## src/rtl/pingpong_fill_engine.sv

```systemverilog
// -----------------------------------------------------------------------------
// pingpong_fill_engine
//
// Streams pixel words sequentially out of system memory and writes them
// alternately into two display buffers (Buffer0 / Buffer1). A full flag is
// published per buffer; a buffer is only refilled after the display controller
// releases it.
//
// Ports:
//   Clock        in   single clock, rising edge
//   ResetN       in   asynchronous active-low reset
//   Enable       in   permits new buffer fills to start
//   RESM         out  system-memory read enable
//   AddrSM       out  system-memory read address (free-running across buffers)
//   SMData       in   system-memory read data, valid the cycle after RESM
//   WData        out  buffer write data (shared), holds last written word
//   BufAddr      out  buffer write address, holds last written address
//   WE0 / WE1    out  per-buffer write enables (never both high)
//   Buf0Full     out  Buffer0 holds a complete, unconsumed block
//   Buf1Full     out  Buffer1 holds a complete, unconsumed block
//   Buf0Release  in   one-cycle pulse: Buffer0 consumed
//   Buf1Release  in   one-cycle pulse: Buffer1 consumed
//   FrameWrap    out  pulse in the cycle AddrSM wraps to 0
//   StallCount   out  cycles spent waiting for a buffer with Enable high
//
// Build option:
//   FILL_STALL_CNT_EN  when defined, StallCount is a saturating 16-bit
//                      counter; otherwise StallCount is tied to 0.
// -----------------------------------------------------------------------------
module pingpong_fill_engine #(
    parameter int ADDR_W    = 7,
    parameter int DATA_W    = 24,
    parameter int BUF_WORDS = 128,
    parameter int SM_WORDS  = 128
) (
    input  logic              Clock,
    input  logic              ResetN,
    input  logic              Enable,
    output logic              RESM,
    output logic [ADDR_W-1:0] AddrSM,
    input  logic [DATA_W-1:0] SMData,
    output logic [DATA_W-1:0] WData,
    output logic [ADDR_W-1:0] BufAddr,
    output logic              WE0,
    output logic              WE1,
    output logic              Buf0Full,
    output logic              Buf1Full,
    input  logic              Buf0Release,
    input  logic              Buf1Release,
    output logic              FrameWrap,
    output logic [15:0]       StallCount
);

    localparam logic [ADDR_W-1:0] BUF_LAST = ADDR_W'(BUF_WORDS - 1);
    localparam logic [ADDR_W-1:0] SM_LAST  = ADDR_W'(SM_WORDS - 1);

    typedef enum logic [1:0] {IDLE, FILL, FLUSH, WAIT} state_t;

    state_t            state_reg, state_next;
    logic              target_reg, target_next;
    logic [ADDR_W-1:0] addr_sm_reg, addr_sm_next;
    logic [ADDR_W-1:0] cnt_reg, cnt_next;
    logic              resm_reg;
    logic              frame_wrap_reg, frame_wrap_next;
    logic [1:0]        full_reg, full_next, full_set, release_vec;

    // Write pipeline: one stage behind the read that produced the word.
    logic              wr_valid_reg;
    logic              wr_buf_reg;
    logic [ADDR_W-1:0] wr_addr_reg;
    logic [DATA_W-1:0] wdata_hold_reg;

    assign release_vec = {Buf1Release, Buf0Release};

    // Next-state and bookkeeping
    always_comb begin
        state_next      = state_reg;
        target_next     = target_reg;
        addr_sm_next    = addr_sm_reg;
        cnt_next        = cnt_reg;
        frame_wrap_next = 1'b0;
        full_set        = 2'b00;
        case (state_reg)
            IDLE: begin
                cnt_next = '0;
                if (Enable) begin
                    state_next = full_reg[target_reg] ? WAIT : FILL;
                end
            end
            FILL: begin
                cnt_next = cnt_reg + 1'b1;
                if (addr_sm_reg == SM_LAST) begin
                    addr_sm_next    = '0;
                    frame_wrap_next = 1'b1;
                end else begin
                    addr_sm_next = addr_sm_reg + 1'b1;
                end
                if (cnt_reg == BUF_LAST) begin
                    state_next = FLUSH;
                end
            end
            FLUSH: begin
                // Last write lands this cycle; the block becomes full on
                // the closing edge and the other buffer becomes the target.
                full_set[target_reg] = 1'b1;
                target_next          = ~target_reg;
                cnt_next             = '0;
                if (!Enable) begin
                    state_next = IDLE;
                end else if (full_reg[~target_reg] && !release_vec[~target_reg]) begin
                    // A release arriving right now frees the buffer in time.
                    state_next = WAIT;
                end else begin
                    state_next = FILL;
                end
            end
            WAIT: begin
                cnt_next = '0;
                if (!full_reg[target_reg]) begin
                    state_next = Enable ? FILL : IDLE;
                end
            end
            default: state_next = IDLE;
        endcase
    end

    always_ff @(posedge Clock or negedge ResetN) begin
        if (!ResetN) begin
            state_reg      <= IDLE;
            target_reg     <= 1'b0;
            addr_sm_reg    <= '0;
            cnt_reg        <= '0;
            resm_reg       <= 1'b0;
            frame_wrap_reg <= 1'b0;
            wr_valid_reg   <= 1'b0;
            wr_buf_reg     <= 1'b0;
            wr_addr_reg    <= '0;
            wdata_hold_reg <= '0;
        end else begin
            state_reg      <= state_next;
            target_reg     <= target_next;
            addr_sm_reg    <= addr_sm_next;
            cnt_reg        <= cnt_next;
            // RESM is registered but must track FILL exactly, so it is
            // derived from the state being entered.
            resm_reg       <= (state_next == FILL);
            frame_wrap_reg <= frame_wrap_next;
            wr_valid_reg   <= (state_reg == FILL);
            if (state_reg == FILL) begin
                wr_buf_reg  <= target_reg;
                wr_addr_reg <= cnt_reg;
            end
            if (wr_valid_reg) begin
                wdata_hold_reg <= SMData;
            end
        end
    end

    // Full flags: a release clears, a completed block sets. The buffer being
    // filled is never full, so set and clear never target the same flag.
    assign full_next = (full_reg & ~release_vec) | full_set;

    generate
        for (genvar gi = 0; gi < 2; gi++) begin : g_full
            always_ff @(posedge Clock or negedge ResetN) begin
                if (!ResetN) begin
                    full_reg[gi] <= 1'b0;
                end else begin
                    full_reg[gi] <= full_next[gi];
                end
            end
        end
    endgenerate

`ifdef FILL_STALL_CNT_EN
    logic [15:0] stall_cnt_reg;

    always_ff @(posedge Clock or negedge ResetN) begin
        if (!ResetN) begin
            stall_cnt_reg <= '0;
        end else if (state_reg == WAIT && Enable && stall_cnt_reg != 16'hFFFF) begin
            stall_cnt_reg <= stall_cnt_reg + 1'b1;
        end
    end

    assign StallCount = stall_cnt_reg;
`else
    assign StallCount = '0;
`endif

    assign RESM      = resm_reg;
    assign AddrSM    = addr_sm_reg;
    assign FrameWrap = frame_wrap_reg;
    assign Buf0Full  = full_reg[0];
    assign Buf1Full  = full_reg[1];
    assign WE0       = wr_valid_reg & ~wr_buf_reg;
    assign WE1       = wr_valid_reg & wr_buf_reg;
    assign BufAddr   = wr_addr_reg;
    // Memory data flows straight to the buffers; between writes the bus
    // keeps showing the last word written.
    assign WData     = wr_valid_reg ? SMData : wdata_hold_reg;

endmodule

```

## config.mk

```make
export PLATFORM = sky130hd
export DESIGN_NAME = pingpong_fill_engine
export DESIGN_NICKNAME = d
export VERILOG_FILES = /design/src/rtl/pingpong_fill_engine.sv
export SDC_FILE = /design/constraint.sdc
export NUM_CORES = 1
export LEC_CHECK = 0
export ABC_AREA = 1
export CAP_MARGIN = 20
export CORE_MARGIN = 2
export CORE_UTILIZATION = 44
export DETAILED_ROUTE_END_ITERATION = 8
export PLACE_DENSITY = 0.8
export SETUP_SLACK_MARGIN = 0.05
export SKIP_LAST_GASP = 1
export SLEW_MARGIN = 20
export SYNTH_ARGS = -nofsm -noshare
export SYNTH_HDL_FRONTEND = slang
export SYNTH_SLANG_ARGS = --single-unit
```

## constraint.sdc

```tcl
create_clock -name Clock -period 1.8 [get_ports Clock]
set_clock_uncertainty 0.15 [all_clocks]
set_input_delay 0.45 -clock Clock [delete_from_list [all_inputs] [get_ports Clock]]
set_output_delay 0.45 -clock Clock [all_outputs]
set_load 0.1 [all_outputs]
```

==> reports/results.ini <==
[power_and_ir_drop]
ir_drop_uv = 1710
power_density_nw_per_um2 = 1900
p_leak_nw = 1.96
seq_power_share = 0.253
p_comb_frac = 0.642
switchingPower_mw = 4.04
power.internal_mw = 3.70
swShare = 0.522
power_frac_clock = 0.106

[global_route]
antenna_found_initial = 0
grt_max_degree = 55
grt_pass1_vias = 2025
grt_pass1_wl_mm = 8.98
gr-usage-all-layers = 0.189
overflow = 0

[clocking]
clk_pin_slew_worst_paths_ns = 0.10
h-tree-depth = 2
cts_buffers = 5
clk_path_buf_depth = 2
cts_root_buf = clkbuf_8
clk_latency_ns = 0.30
cts_tree = yes
clock_sinks = 54

[placement]
placedCellCount = 414
gp_congestion = 0.749
port_buffers = 72
dpl_cell_area_sq_um = 3760
hpwl_mm = 3.89

[run_status]
violations = negative setup slack
run_status = finished with violations

[worst_setup_path]
r2r_cells = 6
required_ns = 1.20
end_kind = primary output
crit_fanout = 8
reg2reg_to = AddrSM[3]$_DFFE_PN0P_
critical_path_class = reg2out
critPathArrivalTime_ns = 1.42
r2r_slack_ns = 0.31
cp-start-kind = register
r2r_start = AddrSM[0]$_DFFE_PN0P_

[drt]
dr.pass1.iters = 4
via_count = 1997
drt_iter0_drc = 64
drt_drc_violations_left = 0
wl_per_cell_microns = 13.9
drt-total-wl_mm = 5.96
ant_nets = 0
viasPerCell = 4.66

[floorplanning]
start_util = 0.459
ioPinCount = 89
die_x_microns = 77.0
die_y_microns = 77.0
dieArea_sq_um = 5920
coreArea_sq_um = 5110
rows = 26

[flow_run]
cap_violations = 0

[cells_and_area]
drive_gt1_frac = 0.354
diodes = 0
layout.nets = 389
fin_area_sq_um = 4070
largest_reg_flops = 24
mostFrequentLayoutCells = 71 x nand2_1, 47 x dfrtp_1, 47 x buf_12, 29 x nand2_4, 27 x clkdlybuf4s50_1
synthToLayoutAreaGrowth_pct = 73.8
final_common_cell = nand2_1
nFillCells = 301
finalNonFillerCells = 429
finish.utilization = 0.797

[timing]
fmax_mhz = 496
finalHoldViolCount = 0
finalCriticalPeriod_ns = 2.02
finalWorstSetupSlack_ns = -0.215
setup_viol = 26
final_max_slew_viol_count = 0
rsz0062_at_grt = yes
fin_crit_sh = 1.12

[logic_synthesis]
ys_seq_area_frac = 0.577
yosys_warnings = 0
synthDistinctLibCells = 23
syn_avg_cell_area_sq_um = 8.61
netlist_area_sq_um = 2340
synthCells = 272
synth-seq-cells = 54

[worst_hold_path]
min_to = cnt_reg[0]$_DFF_PN0_
hold_depth = 1
hp-class = reg2reg
hp-start = cnt_reg[0]$_DFF_PN0_

[cell usage after synthesis (all sizes together)]
cell   instances  area, sq um
xnor2          1         8.76
nor2          18         67.6
buf           23          161
conb           1         3.75
dfrtp         54         1350
o22ai          1         6.26
nand4          1         6.26
a21oi          6         30.0
xor2           2         17.5
o21ai         10         50.1
nor3           3         31.3
ha             2         25.0
nand2        118          450
inv           24         92.6
nand3          8         40.0
[area by class of cell]
type,count,area (sq um),share of cell area
multi-input combinational,186,1060,0.259
clock buffer,5,68.8,0.0169
tap,70,87.6,0.0215
clock inverter,3,45.0,0.0111
inverter,24,101,0.0249
timing repair buffer,87,1350,0.331
sequential,54,1370,0.335
[power by group through the flow]
stage	registers (mW)	clock network (mW)	logic (mW)
after CTS	1.91	0.837	4.80
after detailed placement	1.92	0	4.80
after global placement	1.91	0	4.73
after global routing	2.00	0.885	5.15
final	1.96	0.817	4.97
after floorplan	2.85	0	2.13
[kinds of logic after synthesis]
family | count (synthesis) | share of synthesized area
fa+ha+maj | 2 | 0.0107
other cells | 1 | 0.00160
simple gates | 148 | 0.254
compound gates | 17 | 0.0369
flops | 54 | 0.577
xor+xnor | 3 | 0.0112
buf+inv | 47 | 0.108
[routing by layer]
layer,global-route usage,vias to the layer above,part of all wire
li1,-,963,-
met1,0.225,963,0.40
met2,0.335,62,0.54
met3,0.0435,9,0.040
met4,0.0673,0,0.012
met5,0,-,0
[what timing repair did]
item / CTS / global route
hold buffers: 1 / 0
pin swaps: 0 / 5
buffers inserted: 0 / 4
endpoints found under the setup margin: 26 / 26
cloned: 0 / 2
gates resized for setup: 0 / 35
hold endpoints to repair: 54 / 0
[through the flow]
stage | power [mW] | hold slack [ns] | setup TNS [ns] | setup slack (ns)
global route | 8.04 | 0.359 | -5.03 | -0.275
finish | 7.74 | 0.328 | -3.50 | -0.215
floorplan | 4.98 | 0.00441 | 0 | 0.0367
detailed placement | 6.72 | 0.318 | -1.46 | -0.0888
CTS | 7.55 | 0.332 | -3.53 | -0.164
global placement | 6.64 | 0.313 | -1.07 | -0.0575
[worst max-delay path, cell delays in order, from the launching register on]
cell and delay, ns:
dfrtp_2 0.46, clkinv_4 0.10, buf_12 0.14, nand2_1 0.09, nand2_2 0.12, buf_12 0.18
[worst max-delay path by stage]
stage | from | end | slack (ns)
6_report | wr_valid_reg$_DFF_PN0_ | WData[0] | -0.22
5_1_grt | wr_valid_reg$_DFF_PN0_ | WData[0] | -0.28
4_1_cts | wr_valid_reg$_DFF_PN0_ | WData[5] | -0.16
3_5_place_dp | SMData[6] | WData[6] | -0.09
3_3_place_gp | SMData[7] | WData[7] | -0.06
2_1_floorplan | wr_valid_reg$_DFF_PN0_ | WE0 | 0.04
Note: power is estimated with default switching activity, not from simulation.
